$ cat src/rtl/obstacle_scheduler_pkg.sv
`default_nettype none
// +--------------------------------------------------------------------+
// | obstacle_scheduler_pkg                                             |
// | Shared game constants: screen geometry, field widths, LFSR setup,  |
// | scheduler FSM encoding and the LFSR step function.                 |
// | Rev 1.0                                                            |
// +--------------------------------------------------------------------+
package obstacle_scheduler_pkg;

   localparam int SCREEN_W = 640;
   localparam int CACTUS_W = 60;
   localparam int POS_W    = 10;
   localparam int SPEED_W  = 4;

   localparam logic [15:0] LFSR_SEED = 16'hACE1;
   // Taps 16,14,13,11 expressed as bit positions 15,13,12,10
   localparam logic [15:0] LFSR_TAPS = 16'hB400;

   typedef enum logic [1:0] {
      ST_IDLE  = 2'd0,
      ST_WALK  = 2'd1,
      ST_SPAWN = 2'd2
   } state_t;

   // One Fibonacci step: XOR of tapped bits shifts in at the bottom
   function automatic logic [15:0] lfsr_next(input logic [15:0] cur);
      return {cur[14:0], ^(cur & LFSR_TAPS)};
   endfunction

endpackage
`default_nettype wire

$ cat src/rtl/obstacle_scheduler_if.sv
`default_nettype none
// +--------------------------------------------------------------------+
// | obstacle_scheduler_if                                              |
// | Game-state inputs and per-slot obstacle outputs of the scheduler.  |
// | master = scheduler side, slave = game logic / renderer side.       |
// | Rev 1.0                                                            |
// +--------------------------------------------------------------------+
interface obstacle_scheduler_if #(
   parameter int N_SLOTS = 3
);
   import obstacle_scheduler_pkg::*;

   logic                       game_status;
   logic                       fresh;
   logic [POS_W*N_SLOTS-1:0]   obs_pos;
   logic [N_SLOTS-1:0]         obs_active;
   logic [SPEED_W-1:0]         speed;
   logic                       spawn_pulse;
   logic                       busy;

   modport master (
      input  game_status,
      input  fresh,
      output obs_pos,
      output obs_active,
      output speed,
      output spawn_pulse,
      output busy
   );

   modport slave (
      output game_status,
      output fresh,
      input  obs_pos,
      input  obs_active,
      input  speed,
      input  spawn_pulse,
      input  busy
   );

endinterface
`default_nettype wire

$ cat src/rtl/obstacle_scheduler_lfsr16.sv
`default_nettype none
// +--------------------------------------------------------------------+
// | lfsr16                                                             |
// | 16-bit Fibonacci LFSR with step enable and seed load. Seeded with  |
// | a non-zero value so it never locks up at zero.                     |
// | Rev 1.0                                                            |
// +--------------------------------------------------------------------+
module lfsr16
   import obstacle_scheduler_pkg::*;
(
   input  logic        clk,
   input  logic        rst_n,
   input  logic        step,
   input  logic        load,
   output logic [15:0] q
);

   // Seed on reset or load, otherwise advance one step when enabled
   always_ff @(posedge clk or negedge rst_n) begin
      if (!rst_n) begin
         q <= LFSR_SEED;
      end else if (load) begin
         q <= LFSR_SEED;
      end else if (step) begin
         q <= lfsr_next(q);
      end
   end

endmodule
`default_nettype wire

$ cat src/rtl/obstacle_scheduler.sv
`default_nettype none
// +--------------------------------------------------------------------+
// | obstacle_scheduler                                                 |
// | Per-frame cactus slot scheduler: advances live slots by the scroll |
// | speed, retires off-screen slots, spawns new ones after a random    |
// | gap and ramps the scroll speed over time.                          |
// | Rev 1.0                                                            |
// +--------------------------------------------------------------------+
module obstacle_scheduler
   import obstacle_scheduler_pkg::*;
#(
   parameter int N_SLOTS     = 3,
   parameter int SPEED_INIT  = 4,
   parameter int RAMP_FRAMES = 512,
   parameter int MIN_GAP     = 40,
   parameter int RETIRE_POS  = 700
) (
   input  logic                  clk,
   input  logic                  RESET,
   obstacle_scheduler_if.master  bus
);

   localparam int IDX_W = (N_SLOTS > 1) ? $clog2(N_SLOTS) : 1;
   localparam int FC_W  = (RAMP_FRAMES > 1) ? $clog2(RAMP_FRAMES) : 1;
   // Wide enough for MIN_GAP plus the largest 6-bit random extension
   localparam int GAP_W = 10;

   localparam logic [IDX_W-1:0]   LAST_IDX    = IDX_W'(N_SLOTS - 1);
   localparam logic [SPEED_W-1:0] SPEED_RESET = SPEED_W'(SPEED_INIT);
   localparam logic [SPEED_W-1:0] SPEED_MAX   = '1;
   localparam logic [GAP_W-1:0]   GAP_RESET   = GAP_W'(MIN_GAP);
   localparam logic [FC_W-1:0]    FRAME_LAST  = FC_W'(RAMP_FRAMES - 1);
   localparam logic [POS_W:0]     RETIRE      = (POS_W + 1)'(RETIRE_POS);

   state_t              state;
   logic [IDX_W-1:0]    idx;
   logic [POS_W-1:0]    pos [N_SLOTS];
   logic [N_SLOTS-1:0]  active;
   logic [SPEED_W-1:0]  speed;
   logic [GAP_W-1:0]    gap_cnt;
   logic [FC_W-1:0]     frame_cnt;
   logic                fresh_q;
   logic                spawn_pulse;
   logic                busy;

   logic [15:0]         lfsr;
   logic                lfsr_unused;
   logic                tick;
   logic [POS_W:0]      sum;
   logic                any_free;
   logic [IDX_W-1:0]    free_idx;

   lfsr16 u_lfsr (
      .clk   (clk),
      .rst_n (RESET),
      .step  (state == ST_SPAWN),
      .load  (1'b0),
      .q     (lfsr)
   );

   // Only the low six bits feed the spawn gap
   assign lfsr_unused = ^lfsr[15:6];

   // Falling edge of the frame strobe; ignored while a walk is running
   assign tick = fresh_q & ~bus.fresh & ~busy;

   // Full 11-bit sum so a slot near the top of the range can never wrap
   assign sum = {1'b0, pos[idx]} + (POS_W + 1)'(speed);

   // Lowest-index free slot for the spawn decision
   always_comb begin
      any_free = 1'b0;
      free_idx = '0;
      for (int i = N_SLOTS - 1; i >= 0; i--) begin
         if (!active[i]) begin
            any_free = 1'b1;
            free_idx = IDX_W'(i);
         end
      end
   end

   // Frame FSM: walk slots, spawn, ramp speed; a game stop clears everything
   always_ff @(posedge clk or negedge RESET) begin
      if (!RESET) begin
         state       <= ST_IDLE;
         idx         <= '0;
         for (int i = 0; i < N_SLOTS; i++) begin
            pos[i] <= '0;
         end
         active      <= '0;
         speed       <= SPEED_RESET;
         gap_cnt     <= GAP_RESET;
         frame_cnt   <= '0;
         fresh_q     <= 1'b0;
         spawn_pulse <= 1'b0;
         busy        <= 1'b0;
      end else begin
         fresh_q     <= bus.fresh;
         spawn_pulse <= 1'b0;
         if (!bus.game_status) begin
            state     <= ST_IDLE;
            idx       <= '0;
            for (int i = 0; i < N_SLOTS; i++) begin
               pos[i] <= '0;
            end
            active    <= '0;
            speed     <= SPEED_RESET;
            gap_cnt   <= GAP_RESET;
            frame_cnt <= '0;
            busy      <= 1'b0;
         end else begin
            unique case (state)
               ST_IDLE: begin
                  if (tick) begin
                     state <= ST_WALK;
                     idx   <= '0;
                     busy  <= 1'b1;
                  end
               end
               ST_WALK: begin
                  if (active[idx]) begin
                     if (sum >= RETIRE) begin
                        active[idx] <= 1'b0;
                        pos[idx]    <= '0;
                     end else begin
                        pos[idx]    <= sum[POS_W-1:0];
                     end
                  end
                  if (idx == LAST_IDX) begin
                     state <= ST_SPAWN;
                  end else begin
                     idx <= idx + 1'b1;
                  end
               end
               ST_SPAWN: begin
                  if (gap_cnt == '0 && any_free) begin
                     active[free_idx] <= 1'b1;
                     pos[free_idx]    <= '0;
                     spawn_pulse      <= 1'b1;
                     gap_cnt          <= GAP_RESET + GAP_W'(lfsr[5:0]);
                  end else if (gap_cnt != '0) begin
                     gap_cnt <= gap_cnt - 1'b1;
                  end
                  if (frame_cnt == FRAME_LAST) begin
                     frame_cnt <= '0;
                     if (speed != SPEED_MAX) begin
                        speed <= speed + 1'b1;
                     end
                  end else begin
                     frame_cnt <= frame_cnt + 1'b1;
                  end
                  state <= ST_IDLE;
                  busy  <= 1'b0;
               end
               default: begin
                  state <= ST_IDLE;
                  busy  <= 1'b0;
               end
            endcase
         end
      end
   end

   for (genvar g = 0; g < N_SLOTS; g++) begin : g_pos_out
      assign bus.obs_pos[g*POS_W +: POS_W] = pos[g];
   end

   assign bus.obs_active  = active;
   assign bus.speed       = speed;
   assign bus.spawn_pulse = spawn_pulse;
   assign bus.busy        = busy;

endmodule
`default_nettype wire

$ cat src/flat_wrapper.sv
// flat-port wrapper written by rule: the top's interface ports become plain ports
module obstacle_scheduler_flat import obstacle_scheduler_pkg::*;
#(
   parameter int N_SLOTS     = 3,
   parameter int SPEED_INIT  = 4,
   parameter int RAMP_FRAMES = 512,
   parameter int MIN_GAP     = 40,
   parameter int RETIRE_POS  = 700
)
  (clk, RESET, bus_game_status, bus_fresh, bus_obs_pos, bus_obs_active, bus_speed, bus_spawn_pulse, bus_busy);
  obstacle_scheduler_if #(.N_SLOTS(N_SLOTS)) bus_i ();
  input  logic clk;
  input  logic RESET;
  input wire logic [$bits(bus_i.game_status)-1:0] bus_game_status;
  input wire logic [$bits(bus_i.fresh)-1:0] bus_fresh;
  output wire logic [$bits(bus_i.obs_pos)-1:0] bus_obs_pos;
  output wire logic [$bits(bus_i.obs_active)-1:0] bus_obs_active;
  output wire logic [$bits(bus_i.speed)-1:0] bus_speed;
  output wire logic [$bits(bus_i.spawn_pulse)-1:0] bus_spawn_pulse;
  output wire logic [$bits(bus_i.busy)-1:0] bus_busy;
  assign bus_i.game_status = bus_game_status;
  assign bus_i.fresh = bus_fresh;
  assign bus_obs_pos = bus_i.obs_pos;
  assign bus_obs_active = bus_i.obs_active;
  assign bus_speed = bus_i.speed;
  assign bus_spawn_pulse = bus_i.spawn_pulse;
  assign bus_busy = bus_i.busy;
  obstacle_scheduler #(.N_SLOTS(N_SLOTS), .SPEED_INIT(SPEED_INIT), .RAMP_FRAMES(RAMP_FRAMES), .MIN_GAP(MIN_GAP), .RETIRE_POS(RETIRE_POS)) u_core (.clk(clk), .RESET(RESET), .bus(bus_i));
endmodule
$ cat config.mk
export PLATFORM = sky130hd
export DESIGN_NAME = obstacle_scheduler_flat
export DESIGN_NICKNAME = d
export VERILOG_FILES = /design/src/rtl/obstacle_scheduler_pkg.sv /design/src/rtl/obstacle_scheduler_if.sv /design/src/rtl/obstacle_scheduler_lfsr16.sv /design/src/rtl/obstacle_scheduler.sv /design/src/flat_wrapper.sv
export SDC_FILE = /design/constraint.sdc
export NUM_CORES = 1
export LEC_CHECK = 0
export ABC_AREA = 1
export ABC_CLOCK_PERIOD_IN_PS = 3500
export BUFFER_PORTS_ARGS = -buffer_cell sky130_fd_sc_hd__buf_4
export CAP_MARGIN = 20
export CORE_ASPECT_RATIO = 0.7
export CORE_MARGIN = 2
export CORE_UTILIZATION = 50
export CTS_BUF_LIST = sky130_fd_sc_hd__clkbuf_8
export DETAILED_ROUTE_END_ITERATION = 7
export GPL_TIMING_DRIVEN = 0
export PLACE_DENSITY = 0.81
export SLEW_MARGIN = 20
export SYNTH_ARGS = -nofsm -noshare
export SYNTH_HDL_FRONTEND = slang
export SYNTH_SLANG_ARGS = --single-unit
$ cat constraint.sdc
create_clock -name clk -period 3.5 [get_ports clk]
set_input_delay 0.175 -clock clk [delete_from_list [all_inputs] [get_ports clk]]
set_output_delay 0.175 -clock clk [all_outputs]
set_load 0.03 [all_outputs]
==> key figures <==
Clocking
  • H-tree depth: 3
  • Clock-pin slew on the worst setup and hold paths: 0.09 ns
  • Root Buffer: clkbuf_8
  • Max Buffers Root-to-Sink: 2
  • Num CTS Buffers: 9
  • TritonCTS clock tree: built
  • Clk sinks: 79
  • Skew-Pair Late Insertion Delay: 0.37 ns

Place
  • Post-DP HPWL: 10640 um
  • Routability cong.: 1.028
  • Placed insts: 896
  • PortBufs: 41

Synth
  • Register bit total from synthesis: 79
  • Ys Warns: 0
  • Synthesized area: 0.005071 mm^2
  • Register area share after synthesis: 39.25%
  • Synth top area cells: dfrtp_1 34%, nand2_1 16%, nor2_1 6.1%
  • Top FF cell, synth: dfrtp_1
  • Post-synth EDFFs: 0
  • Yosys cell types: 46
  • Top-area cell type share of the netlist area: 33.56%
  • Synth Area per Inst: 6.975 um^2
  • Post-synthesis cell count: 727
  • Syn nets: 744
  • Largest area contributor in the netlist: dfrtp_1
  • Post-synth ARST share: 100.0%

Floorplanning
  • IO Count: 43
  • Die extent in y: 88.26 um
  • Initial Util: 51.76%
  • Site Rows: 30
  • Core area: 0.009797 mm^2
  • Die area: 0.01098 mm^2
  • Die X: 124.4 um

STA
  • Final setup viols: 0
  • Max Fclk: 294.1 MHz
  • Fin Clk Skew: 0.009614 ns
  • Final max-slew violation count: 0
  • Relative slew slack: 21.82%
  • Setup TNS: 0 ns
  • Fin crit period: 3.400 ns
  • Period utilization: 97.15%
  • Final hold slack: 0.1323 ns
  • Least-Margin Pin Slew: 1.168 ns
  • Final Hold Vio Count: 0

Setup path
  • CP max FO: 11
  • CP Launch Type: flop
  • CP peak stage delay: 0.38 ns
  • Nature of the critical path endpoint: flop
  • WP buf/inv: 6
  • Critical path type: flop to flop
  • Crit path max-delay family: simple AND/OR/NAND/NOR gates
  • Critical Path RT: 3.76 ns
  • Worst path slowest cell: dfrtp_1
  • Crit path arrival time: 3.66 ns
  • CP most frequent cell: nand2_1

Final layout
  • Non-filler cells, final: 926
  • Most frequent cells in the layout: 210 x nand2_1, 82 x inv_1, 82 x nor2_1
  • Share of layout cells above drive strength 1: 16.29%
  • Area of the multi-input gates: 0.002694 mm^2
  • Ant. Diodes: 0
  • Layout net count: 810
  • Seq. cell area: 0.001991 mm^2
  • Fill cell count: 894
  • Layout area overhead: 18.48%
  • Most common cell after layout, fill and taps aside: nand2_1

Drt
  • DR pass1 iterations: 5
  • DRC Markers: 0
  • Total detailed-routing wirelength: 14910 um
  • DR iter-0 viols: 671
  • Vias per inst: 5.606
  • Antenna-violating nets left: 0
  • Vias: 5191
  • Routed length per instance: 16.10 um

Flow run
  • Max-Cap Viols: 0

Power
  • Pwr dens: 456.6 mW/mm^2
  • Max VDD drop: 0.2228 mV
  • Leakage power: 3.029 nW

GRT
  • Largest net degree at the start of global routing: 80
  • Gr ovfl total: 0
  • Gr usage total: 28.12%
  • Antenna violations before repair: 0
  • First-pass GRT wire length: 24160 um
  • Vias in the first global route: 4642

Status
  • Status: finished clean

Min path
  • Worst min-delay path class: primary input to flop
[metrics by stage]
stage	util, %	power, mW	cell area [um^2]	setup slack [ns]
floorplan	-	1.550	5071	0.5464
global placement	56.54	1.816	5539	-0.2998
detailed placement	56.54	1.821	5539	-0.3365
CTS	60.11	2.674	5889	0.009297
global route	61.33	2.880	6008	-0.06958
finish	61.33	2.743	6008	0.09974
[worst min-delay path: stages]
cell and delay (ns):
buf_2 0.17, o21ai_0 0.09, a21oi_1 0.04
[worst paths after layout]
kind,depth (start not counted),slack [ns],start,end
setup / recovery,25,0.1,u_core.idx[0],u_core.bus.obs_pos[19]
hold reg to reg,2,0.47,u_core.u_lfsr.q[7],u_core.u_lfsr.q[7]
min in group asynchronous,2,0.38,RESET,u_core.gap_cnt[0]
hold / removal,3,0.13,bus_game_status,u_core.bus.speed[3]
max in group asynchronous,2,2.59,RESET,u_core.bus.obs_pos[6]
setup reg to reg,25,0.1,u_core.idx[0],u_core.bus.obs_pos[19]
[kinds of logic (layout without fill, tap and decap cells)]
group / count (synthesis) / in the layout / synth area share, %
DFF: 79 / 79 / 39.25
and+or+nand+nor: 419 / 421 / 35.97
adders and majority gates: 13 / 13 / 3.355
buffers and inverters: 120 / 189 / 9.672
AOI/OAI and AO/OA: 85 / 85 / 9.697
xor gates and xnor gates: 11 / 11 / 2.048
[cell usage after synthesis, types with 4 or more instances]
master,count
nand2_1,217
nor2_1,83
inv_1,82
dfrtp_1,68
nand3_1,53
nand4_1,39
o21ai_0,33
a21oi_1,25
clkbuf_1,14
ha_1,12
dfstp_2,11
nor3_1,11
buf_2,10
xnor2_1,6
o21ai_1,5
buf_4,4
xor2_1,4
[sequential cells by signal, indices dropped and copies added, names as in the netlist]
signal,cells
u_core.bus.busy,1
u_core.bus.obs_active,3
u_core.bus.obs_pos,30
u_core.bus.spawn_pulse,1
u_core.bus.speed,4
u_core.frame_cnt,9
u_core.fresh_q,1
u_core.gap_cnt,10
u_core.idx,2
u_core.state,2
u_core.u_lfsr.q,16
[final cells by class]
type	count	share of cell area, %
buffer	31	2.978
clock buffer	11	2.520
timing repair buffer	53	6.830
sequential	79	33.13
clock inverter	5	1.354
multi-input combinational	530	44.84
inverter	89	5.685
tap	128	2.666
[what timing repair did]
item / 4_1_cts / 5_1_grt
setup buffers: 2 / 7
endpoints found under the hold margin: 1 / 68
endpoints found under the setup margin: 33 / 33
gates cloned: 2 / 1
pin swaps: 4 / 8
gates resized for setup: 22 / 15
hold buffers: 1 / 1
[layer usage]
metal	vias up	global-route usage, %	wire (um)
li1	2491	-	-
met2	244	38.75	5857
met3	20	8.827	1649
met1	2436	42.33	7196
met5	-	0	0
met4	0	7.865	206
[where the power goes]
part / leakage (nW) / switching, mW / total (mW) / internal (mW)
clock network: 0.121 / 0.365 / 0.808 / 0.442
registers: 1.05 / 0.0459 / 1.00 / 0.957
logic: 1.86 / 0.625 / 0.933 / 0.307
total: 3.03 / 1.04 / 2.74 / 1.71
No activity file was read; power rests on OpenSTA's default activity.
